--- src/rtl/ram_rd_stream.sv ---
//==============================================================================
// Module   : ram_rd_stream
// Purpose  : Sweeps a block-RAM address range and streams the words out on a
//            valid/ready interface, hiding the RAM's one-cycle read latency.
// Revision : 1.0 - initial release
//==============================================================================
`default_nettype none

module ram_rd_stream #(
    parameter int DATAWIDTH = 18,
    parameter int ADDRWIDTH = 5
) (
    input  logic                 clk,
    input  logic                 reset_l,
    input  logic                 start,
    input  logic [ADDRWIDTH-1:0] start_addr,
    input  logic [ADDRWIDTH:0]   len,
    input  logic                 abort,
    output logic                 busy,
    output logic                 done,
    output logic [ADDRWIDTH-1:0] rd_addr,
    input  logic [DATAWIDTH-1:0] rd_data,
    output logic [DATAWIDTH-1:0] out_data,
    output logic                 out_valid,
    input  logic                 out_ready
);

    localparam int c_FDEPTH = 4;
    localparam int c_PTR_W  = $clog2(c_FDEPTH);
    localparam int c_CNT_W  = c_PTR_W + 1;

    typedef enum logic [1:0] {
        S_IDLE  = 2'd0,
        S_RUN   = 2'd1,
        S_DRAIN = 2'd2
    } state_t;

    state_t               r_state;
    logic [ADDRWIDTH:0]   r_remaining;
    logic [ADDRWIDTH-1:0] r_addr;
    logic                 r_pend;
    logic                 r_busy;
    logic                 r_done;
    logic [DATAWIDTH-1:0] r_fifo [c_FDEPTH];
    logic [c_PTR_W-1:0]   r_wr_ptr;
    logic [c_PTR_W-1:0]   r_rd_ptr;
    logic [c_CNT_W-1:0]   r_count;

    logic                 w_pop;
    logic                 w_issue;
    logic [c_CNT_W-1:0]   w_credit;
    logic [c_CNT_W-1:0]   w_count_nxt;

    // r_pend marks that rd_data carries a word we asked for; it is the only
    // read in flight, and it is charged against FIFO space before issuing more.
    assign w_credit    = r_count + c_CNT_W'(r_pend);
    assign w_issue     = (r_state == S_RUN) && (w_credit < c_CNT_W'(c_FDEPTH));
    assign w_pop       = (r_count != '0) && out_ready;
    assign w_count_nxt = r_count + c_CNT_W'(r_pend) - c_CNT_W'(w_pop);

    always_ff @(posedge clk) begin
        if (r_pend) begin
            r_fifo[r_wr_ptr] <= rd_data;
        end
    end

    always_ff @(posedge clk) begin
        if (!reset_l) begin
            r_state     <= S_IDLE;
            r_remaining <= '0;
            r_addr      <= '0;
            r_pend      <= 1'b0;
            r_busy      <= 1'b0;
            r_done      <= 1'b0;
            r_wr_ptr    <= '0;
            r_rd_ptr    <= '0;
            r_count     <= '0;
        end else if (abort) begin
            r_state  <= S_IDLE;
            r_pend   <= 1'b0;
            r_busy   <= 1'b0;
            r_done   <= 1'b0;
            r_wr_ptr <= '0;
            r_rd_ptr <= '0;
            r_count  <= '0;
        end else begin
            r_done  <= 1'b0;
            r_pend  <= w_issue;
            r_count <= w_count_nxt;
            if (r_pend) begin
                r_wr_ptr <= r_wr_ptr + 1'b1;
            end
            if (w_pop) begin
                r_rd_ptr <= r_rd_ptr + 1'b1;
            end
            if (w_issue) begin
                r_addr      <= r_addr + 1'b1;
                r_remaining <= r_remaining - 1'b1;
            end

            case (r_state)
                S_IDLE: begin
                    if (start) begin
                        if (len == '0) begin
                            r_done <= 1'b1;
                        end else begin
                            r_state     <= S_RUN;
                            r_busy      <= 1'b1;
                            r_addr      <= start_addr;
                            r_remaining <= len;
                        end
                    end
                end
                S_RUN: begin
                    if (w_issue && (r_remaining == (ADDRWIDTH+1)'(1))) begin
                        r_state <= S_DRAIN;
                    end
                end
                S_DRAIN: begin
                    // Finish on the edge that empties the pipe so done lines
                    // up with the cycle right after the final handshake.
                    if (w_count_nxt == '0) begin
                        r_state <= S_IDLE;
                        r_busy  <= 1'b0;
                        r_done  <= 1'b1;
                    end
                end
                default: begin
                    r_state <= S_IDLE;
                    r_busy  <= 1'b0;
                end
            endcase
        end
    end

    assign busy      = r_busy;
    assign done      = r_done;
    assign rd_addr   = r_addr;
    assign out_valid = (r_count != '0);
    assign out_data  = r_fifo[r_rd_ptr];

endmodule

`default_nettype wire

--- config.mk ---
export PLATFORM = sky130hd
export DESIGN_NAME = ram_rd_stream
export DESIGN_NICKNAME = d
export VERILOG_FILES = /design/src/rtl/ram_rd_stream.sv
export SDC_FILE = /design/constraint.sdc
export NUM_CORES = 1
export LEC_CHECK = 0
export BUFFER_PORTS_ARGS = -buffer_cell sky130_fd_sc_hd__buf_2
export CORE_MARGIN = 2
export CORE_UTILIZATION = 35
export DETAILED_ROUTE_END_ITERATION = 12
export GPL_TIMING_DRIVEN = 0
export HOLD_SLACK_MARGIN = 0.15
export PLACE_DENSITY = 0.5
export SYNTH_ARGS = -nofsm -noshare
export SYNTH_HDL_FRONTEND = slang
export SYNTH_SLANG_ARGS = --single-unit
--- constraint.sdc ---
create_clock -name clk -period 2.25 [get_ports clk]
set_input_delay 0.1125 -clock clk [delete_from_list [all_inputs] [get_ports clk]]
set_output_delay 0.1125 -clock clk [all_outputs]
set_load 0.05 [all_outputs]
==> out/results.txt, run 1 <==
drt drc = 0
Final min period = 2065 ps
Clock transition at path regs = 70 ps
Core Area = 10940 um^2
Tot GR Track Use = 13.37%
TritonRoute pass-1 iters = 6
CP Class = reg -> reg
outcome = complete, no violations
count leader, synth = edfxtp_1
Leak = 1.763 nW
largest area contributor in the synthesized netlist = edfxtp_1
Setup WS post-layout = 184.8 ps
Min-Delay Path Class = in -> reg
Post-synth EDFFs = 72
CTS Buf Count = 9
vias in the first global route = 2542
initial antenna violation count = 0
max-capacitance violation count = 0
synth-to-layout area growth = 25.43%
slowest cell on the critical path = dfxtp_1
worst skew pair latency = 340 ps
largest net degree at the start of global routing = 19
total chip power = 3.671 mW
Synth cell types = 47
first-pass GRT wire length = 12940 um
Via Count = 2414
Nets = 389
hpwl dp = 4946 um
via-per-instance ratio = 4.937
Area contributors post-synth = edfxtp_1, dfxtp_1, mux4_2
fmax = 484.2 MHz
most frequent cells after synthesis = edfxtp_1, dfxtp_1, mux4_2
PwrDens = 738.0 nW/um^2
post-CTS setup repair buffer count = 0
DIE HEIGHT = 110.5 um
syn_nets = 296
Worst Path Max Fanout = 10
maximum resistive drop on vdd = 0.0003212 V
CP max stage delay = 380 ps
Worst EP arrival = 2300 ps
skew final = 9.611 ps
Core Util, Final = 45.49%
critical path cell sequence = ha_1 -> ha_1 -> xnor2_1 -> clkbuf_1 -> nand3_1 -> and4_1 -> a31o_2
setup TNS = 0 ps
Setup WS pre-CTS = 151.2 ps
DRT iter0 DRCs = 120
Post-Syn Area per Cell = 15.80 um^2
final hold vios = 0
Yosys Warn Count = 0
Wirelength per Cell = 15.76 um
DRT antenna net count = 0
antenna cells = 0
Syn Inst Count = 251
period utilization = 91.79%
CTS tree = built
Initial Util = 36.27%
Max Root-Sink Buffers = 2
# rows = 38
CP required = 2480 ps
ys flop type = edfxtp_1
# clock sinks = 97
GRT overflow = 0
RD Place Congestion = 0.7918
IO Pins = 60
cell mode on critical path = ha_1
CTS H-Tree Depth = 3
CP Launch Type = flop
I/O Buffers = 57
#FFs+latches synth = 97
layout cells sized above 1 = 29.23%
unrepaired setup endpoints after global routing = no
Slew headroom = 34.60%
async set-reset flop share out of synthesis = 0%
Seq/Total Area, Yosys = 67.13%
Synth Cell Area = 3966 um^2
Final setup viols = 0
Final Max Tran Viols = 0
Die W = 110.5 um
Die Footprint = 12200 um^2
total routed wirelength = 7708 um
Critical Path End Type = flop
post-synth top area share = 54.51%
CTS Root Cell = clkbuf_16
Worst Max-Slew Pin Slew = 981.0 ps
## kinds of logic after synthesis
logic type               synth area share (%)
flip-flops                              67.13
AND/OR/NAND/NOR                         8.265
AO/OA/AOI/OAI                           7.066
multiplexers                            10.73
buffers and inverters                   1.893
adder cells (fa/ha/maj)                 3.470
XOR/XNOR                                1.451
## worst paths after layout
check,from,endpoint,slack (ps),depth (start not counted)
worst max-delay path,r_pend,r_remaining[2],180,7
worst min-delay path,len[1],r_remaining[1],190,4
worst max register to register,r_pend,r_remaining[2],180,7
worst min register to register,rd_addr[4],rd_addr[4],490,2
## metal layers
| layer | vias to the layer above | global-route usage (%) | part of all wire [%] |
|---|---|---|---|
| met5 | - | 0 | 0 |
| met4 | 0 | 4.833 | 1.5 |
| met3 | 10 | 3.458 | 3.7 |
| met2 | 58 | 22.25 | 49 |
| met1 | 1180 | 16.87 | 46 |
| li1 | 1166 | - | - |
## metrics by stage
step	instance area (um^2)	hold WS [ps]	std cells
6_report	4975	191.8	489
3_5_place_dp	4427	330.9	448
3_3_place_gp	4427	329.9	448
5_1_grt	4975	211.3	489
4_1_cts	4972	169.1	489
2_1_floorplan	3966	211.4	251
## what timing repair did
action	CTS	global route
hold endpoints to repair	80	0
endpoints found under the setup margin	10	8
hold buffers	26	0
resized for setup	2	1
## cell usage in the layout, fill, tap and decap left out, types with 4 or more instances in the layout
cell type / instances
edfxtp_1: 72
buf_2: 58
dlygate4sd3_1: 26
dfxtp_1: 25
mux4_2: 18
nor2_1: 15
nand2_1: 14
ha_1: 11
a21oi_1: 9
clkbuf_16: 9
inv_1: 8
nand3_1: 7
clkbuf_1: 6
a2bb2oi_1: 5
o22ai_1: 5
and2_1: 4
nand4_1: 4
## power by group
group / internal (mW) / total, mW / switching, mW
registers: 1.94 / 1.96 / 0.0197
clock network: 0.771 / 1.46 / 0.688
logic: 0.110 / 0.254 / 0.144
## layout make-up
class,instances,area [um^2]
buffer,10,47.55
clock buffer,9,225.2
clock inverter,7,60.06
fill,996,5961
inverter,8,30.03
multi-input combinational,135,1229
sequential,97,2663
tap,140,175.2
timing repair buffer,83,545.5
## flip-flops by register name (all words and copies together) (netlist names), named ones only
signal	count
r_fifo	72
r_remaining	6
rd_addr	5
r_count	3
r_rd_ptr	2
r_state	2
r_wr_ptr	2
busy	1
done	1
r_pend	1
## worst max-delay path, delay by kind of cell, from the launching register on
kind,cells,cell delay [ps]
xor gates and xnor gates,1,200
buffers and inverters,1,380
AOI/OAI and AO/OA,1,200
adders and majority gates,2,440
DFF,1,380
and+or+nand+nor,2,360
No activity file was read; power rests on OpenSTA's default activity.
==> run 2: changes to the inputs <==
Settings changed: MAX_ROUTING_LAYER set to met4.
Clock period 2.25 ns to 2.1 ns, I/O delays scaled along.
==> run 2 against run 1 <==
Count of clock-buffer cells in the layout unchanged. Total power up 7.3%. Sequential share of layout area down 0.11 points. Die area unchanged. First-iteration DRC count down 12%. Largest power group unchanged.
==> out/results.txt, run 2 (synthesis results as in run 1) <==
unrepaired setup endpoints after global routing = no
Worst Max-Slew Pin Slew = 977.5 ps (-3.412 ps)
Internal Pwr Total = 3.022 mW (+7.2%)
cell mode on critical path = dlygate4sd3_1
fmax = 501.4 MHz
Switching Share = 23.27% (+0.065 points)
end of the critical path = done
Min-Delay Path Class = in -> reg
CTS Root Cell = clkbuf_16
Final min period = 1994 ps
CTS Buf Count = 9 (unchanged)
outcome = complete, no violations
CP Class = in -> reg
TritonRoute pass-1 iters = 4 (-2)
slowest cell on the critical path = or4_4
Die Footprint = 12200 um^2 (unchanged)
critical path cell sequence = dlygate4sd3_1 -> buf_2 -> or4_4 -> nor3_1 -> dlygate4sd3_1 -> nand2_1 -> a21oi_1
Worst R2R End = r_state[1]
CTS H-Tree Depth = 3 (unchanged)
Via Count = 2417 (+0.12%)
Die W = 110.5 um (unchanged)
combinational power share = 6.9% (about the same)
DIE HEIGHT = 110.5 um (unchanged)
Worst EP arrival = 2260 ps (-40 ps)
skew final = 10.29 ps (+0.6831 ps)
RD Place Congestion = 0.8030 (+1.4%)
Tot GR Track Use = 13.73% (+0.36 points)
vias in the first global route = 2545 (+0.12%)
area taken by flip-flops and latches = 2664 um^2 (about the same)
Max Root-Sink Buffers = 2 (unchanged)
Biggest register = r_fifo
R2R depth = 8 (+1)
Leak = 1.768 nW (+0.26%)
synth-to-layout area growth = 25.74%
CTS tree = built
layout cells sized above 1 = 30.09% (+0.86 points)
total routed wirelength = 7725 um (+0.22%)
delay-heaviest family, CP = buffers and inverters
drt drc = 0 (unchanged)
Wirelength per Cell = 15.80 um (+0.22%)
largest net degree at the start of global routing = 19 (unchanged)
Clock transition at path regs = 70 ps (about the same)
final hold vios = 0 (unchanged)
max-capacitance violation count = 0 (unchanged)
total chip power = 3.938 mW (+7.3%)
I/O Buffers = 57 (unchanged)
Worst Path Max Fanout = 4 (-6)
initial antenna violation count = 0 (unchanged)
most common cell after layout, fill and taps aside = edfxtp_1
Crit. Startpoint = len[0]
Worst Path Buf+Inv = 3 (+2)
antenna cells = 0 (unchanged)
CP required = 2370 ps (-110 ps)
Psw = 0.9162 mW (+7.6%)
max reg flops = 72 (unchanged)
Final Max Tran Viols = 0 (unchanged)
Setup WS post-layout = 105.6 ps (-79.13 ps)
worst skew pair latency = 340 ps (about the same)
DRT antenna net count = 0 (unchanged)
Critical Path End Type = flop
via-per-instance ratio = 4.943 (+0.12%)
# clock sinks = 97 (unchanged)
Final setup viols = 0 (unchanged)
CP Launch Type = primary input
register share of total power = 53.3% (about the same)
clock network fraction of design power = 39.8% (about the same)
Core Area = 10940 um^2 (unchanged)
DRT iter0 DRCs = 106 (-12%)
IO Pins = 60 (unchanged)
hpwl dp = 4946 um (unchanged)
Finished Layout Cells = 489 (unchanged)
R2R Path Start = r_pend
CP Depth = 7 (unchanged)
most frequent cells in the layout = edfxtp_1, buf_2, dlygate4sd3_1, dfxtp_1, mux4_2
maximum resistive drop on vdd = 0.0003456 V (+7.6%)
Multi-input gate area = 1235 um^2 (+0.51%)
first-pass GRT wire length = 12910 um (-0.22%)
Nets = 389 (unchanged)
PwrDens = 789.6 nW/um^2 (+7.0%)
Setup WS pre-CTS = 8.703 ps (-142.5 ps)
period utilization = 94.97%
CP max stage delay = 570 ps (+190 ps)
Worst R2R Setup Slack = 170 ps (about the same)
Initial Util = 36.27% (unchanged)
dpl cells = 448 (unchanged)
Slew headroom = 34.83% (+0.23 points)
# rows = 38 (unchanged)
filler instances = 996 (unchanged)
GRT overflow = 0 (unchanged)
## run 2: changes by cell type in the layout (fill, tap and decap cells not counted), sizes merged
| cell | before | now |
|---|---|---|
| buf | 59 | 60 |
| clkbuf | 17 | 16 |
## run 2: worst reg2reg max path, cell delays in order, from the launching register on
cell and delay [ps]:
dfxtp_1 380, ha_1 230, ha_1 270, inv_1 40
ha_1 200, xnor3_1 390, a31oi_2 180, nand2_1 70
a21oi_1 120
## run 2: final cells by class
class                           instances  area share, %
Clock inverter                          7          1.204
Timing Repair Buffer                   83          10.94
Buffer                                 10          1.054
Multi-Input combinational cell        135          24.76
Inverter                                8         0.6021
Sequential cell                        97          53.41
Clock buffer                            9          4.516
Tap cell                              140          3.512
## run 2: what timing repair did
item                                    in CTS  in global routing
endpoints found under the setup margin      10                 19
resized for setup                            3                  5
hold buffers                                26                  0
pin swaps                                    0                  1
endpoints found under the hold margin       80                  0
buffers inserted                             0                  0
## run 2: per-stage QoR
step	setup TNS (ps)	hold slack (ps)	utilization, %	cell area, um^2
CTS	0	161.6	45.49	4975
global route	0	203.8	45.61	4987
global placement	-49.31	322.4	40.48	4427
finish	0	181.1	45.61	4987
detailed placement	0	323.4	40.48	4427
floorplan	0	203.9	-	3966
## run 2: power by group through the flow
stage / registers [mW] / clock network [mW] / logic (mW)
after floorplan: 2.16 / 0 / 0.127
after global placement: 2.14 / 0 / 0.234
after detailed placement: 2.14 / 0 / 0.236
after CTS: 2.10 / 1.62 / 0.274
after global routing: 2.10 / 1.70 / 0.300
final: 2.10 / 1.57 / 0.273
## run 2: how the worst min path moves through the flow
stage,slack [ps],endpoint,startpoint,cells past startpoint
final,180,r_remaining[3],len[3],4
after global routing,200,r_remaining[3],len[3],4
after CTS,160,r_remaining[3],len[3],4
after detailed placement,320,r_fifo[0][12],rd_data[12],1
after global placement,320,r_fifo[3][6],rd_data[6],1
after floorplan,200,r_fifo[0][0],rd_data[0],0
## run 2: layer usage
layer	track usage, %	vias up	routed length [um]
li1	-	1165	-
met1	16.87	1185	3572
met2	22.21	55	3731
met3	3.403	12	293
met4	4.833	0	127
met5	-	-	0
==> run 3: changes to the inputs <==
Settings changed: PLACE_DENSITY 0.5 to 0.52.
Clock period 2.1 ns to 1.7 ns, I/O delays scaled along.
==> run 3 against run 2 <==
The run now ends with negative setup slack left. Combinational power increased by 33%. Clock power rose by 26%. Worst setup slack lost 130 ps. Clock skew is 3.8 ps lower. Wire length increased by 4.5%. Cell count rose by 2.9%. Count of clock-buffer cells in the layout rose by 3. Global-route usage grew 0.44 points.
==> out/results.txt, run 3 (synthesis results as in run 1) <==
period utilization = 101.5%
Clock transition at path regs = 60 ps (about the same)
CTS H-Tree Depth = 3 (unchanged)
failing checks = negative setup slack
Final min period = 1725 ps
Worst R2R Setup Slack = 0 ps (-170 ps)
hold path cells = 4 (unchanged)
Via Count = 2505 (+3.6%)
drt drc = 0 (unchanged)
Wirelength per Cell = 16.05 um (+1.6%)
antenna cells = 0 (unchanged)
# rows = 38 (unchanged)
R2R Path Start = r_pend
Core Area = 10940 um^2 (unchanged)
Critical Path End Type = output port
Worst Hold Endpoint = r_remaining[5]
# clock sinks = 97 (unchanged)
Setup WS post-layout = -24.74 ps (-130.4 ps)
total routed wirelength = 8075 um (+4.5%)
Max Root-Sink Buffers = 2 (unchanged)
DRT antenna net count = 0 (unchanged)
Final setup viols = 5 (+5)
GRT overflow = 0 (unchanged)
RD Place Congestion = 0.7602 (-5.3%)
via-per-instance ratio = 4.980 (+0.76%)
Tot GR Track Use = 14.17% (+0.44 points)
hold path start = len[5]
maximum resistive drop on vdd = 0.0005844 V (+69%)
DIE HEIGHT = 110.5 um (unchanged)
first-pass GRT wire length = 13340 um (+3.3%)
layout cells sized above 1 = 35.26% (+5.2 points)
Core Util, Final = 49.05% (+3.4 points)
Nets = 403 (+3.6%)
final hold vios = 0 (unchanged)
Die W = 110.5 um (unchanged)
outcome = complete, but fails checks
CTS Buf Count = 9 (unchanged)
largest net degree at the start of global routing = 19 (unchanged)
setup TNS = -50.03 ps (-50.03 ps)
hpwl dp = 5123 um (+3.6%)
skew final = 6.499 ps (-3.795 ps)
synth-to-layout area growth = 35.24%
Die Footprint = 12200 um^2 (unchanged)
unrepaired setup endpoints after global routing = yes
Slew headroom = 62.46% (+28 points)
total chip power = 4.931 mW (+25%)
CP Class = reg -> out
I/O Buffers = 57 (unchanged)
initial antenna violation count = 0 (unchanged)
Initial Util = 36.27% (unchanged)
Multi-input gate area = 1300 um^2 (+5.3%)
area taken by flip-flops and latches = 2674 um^2 (+0.38%)
Min-Delay Path Class = in -> reg
Final Max Tran Viols = 0 (unchanged)
fmax = 579.8 MHz
area of placed instances = 4433 um^2 (+0.14%)
CTS tree = built
most frequent cells in the layout = edfxtp_1, buf_2, dlygate4sd3_1, dfxtp_1, mux4_2
TritonRoute pass-1 iters = 4 (unchanged)
max-capacitance violation count = 0 (unchanged)
filler instances = 937 (-5.9%)
IO Pins = 60 (unchanged)
Worst Path Max Fanout = 7 (+3)
DRT iter0 DRCs = 107 (+0.94%)
worst hold margin = 164.5 ps (-16.51 ps)
vias in the first global route = 2512 (-1.3%)
Worst EP arrival = 1640 ps (-620 ps)
CTS Root Cell = clkbuf_16
PwrDens = 919.4 nW/um^2 (+16%)
most common cell after layout, fill and taps aside = edfxtp_1
CP required = 1620 ps (-750 ps)
Design Area, Final = 5364 um^2 (+7.6%)
Biggest register = r_fifo
Worst Max-Slew Pin Slew = 563.2 ps (-414.4 ps)
CP Launch Type = flop
worst skew pair latency = 330 ps (about the same)
Leak = 1.896 nW (+7.3%)
max reg flops = 72 (unchanged)
R2R depth = 7 (-1)
Worst R2R End = r_remaining[2]
run 3: cell types whose count changed in the layout (fill, tap and decap cells not counted), sizes merged:
cell         delta
buf            +10
dlygate4sd3     +4
clkbuf          +3
inv             -3
bufinv          +1
clkinvlp        -1
run 3: worst max-delay path by stage:
stage	endpoint	slack [ps]
after floorplan	r_remaining[2]	10
after global placement	out_data[16]	-370
after detailed placement	out_data[16]	-360
after CTS	out_data[4]	-40
after global routing	out_data[4]	-80
final	out_data[4]	-20
run 3: area by class of cell:
class	instances	area share, %
inverters	8	0.5598
clock buffers	12	4.409
well taps	140	3.266
clock inverters	4	0.9797
plain buffers	10	1.610
flip-flops and latches	97	49.85
repair buffers	97	15.09
multi-input cells	135	24.24
run 3: per-stage QoR:
step / setup WS (ps) / cells
6_report: -24.74 / 503
5_1_grt: -78.01 / 503
4_1_cts: -37.86 / 502
3_5_place_dp: -364.1 / 448
3_3_place_gp: -374.1 / 448
2_1_floorplan: 10.84 / 251
run 3: repair_timing:
action                                  CTS  global route
resized for setup                        65             6
endpoints found under the setup margin  104            28
cloned                                    1             0
endpoints found under the hold margin    82             0
hold buffers                             30             0
pin swaps                                 5             7
setup buffers                             8             1
run 3: worst max-delay path: stages, from the launching register on:
cell	delay (ps)
dfxtp_2	330
buf_8	130
buf_12	140
mux4_2	530
buf_6	180
run 3: report_power, final:
part	total (mW)	internal (mW)	leakage (nW)	switching (mW)
registers	2.59	2.56	0.854	0.0272
clock network	1.98	1.15	0.141	0.829
logic	0.364	0.167	0.901	0.197
total	4.93	3.88	1.90	1.05
run 3: routing by layer:
| layer | track usage [%] | vias to the layer above | wire length [um] | part of all wire (%) |
|---|---|---|---|---|
| met5 | - | - | 0 | 0 |
| met4 | 3.583 | 0 | 80 | 0.99 |
| met3 | 3.787 | 6 | 294 | 3.6 |
| met2 | 22.99 | 62 | 4130 | 51 |
| met1 | 17.81 | 1238 | 3569 | 44 |
| li1 | - | 1199 | - | - |
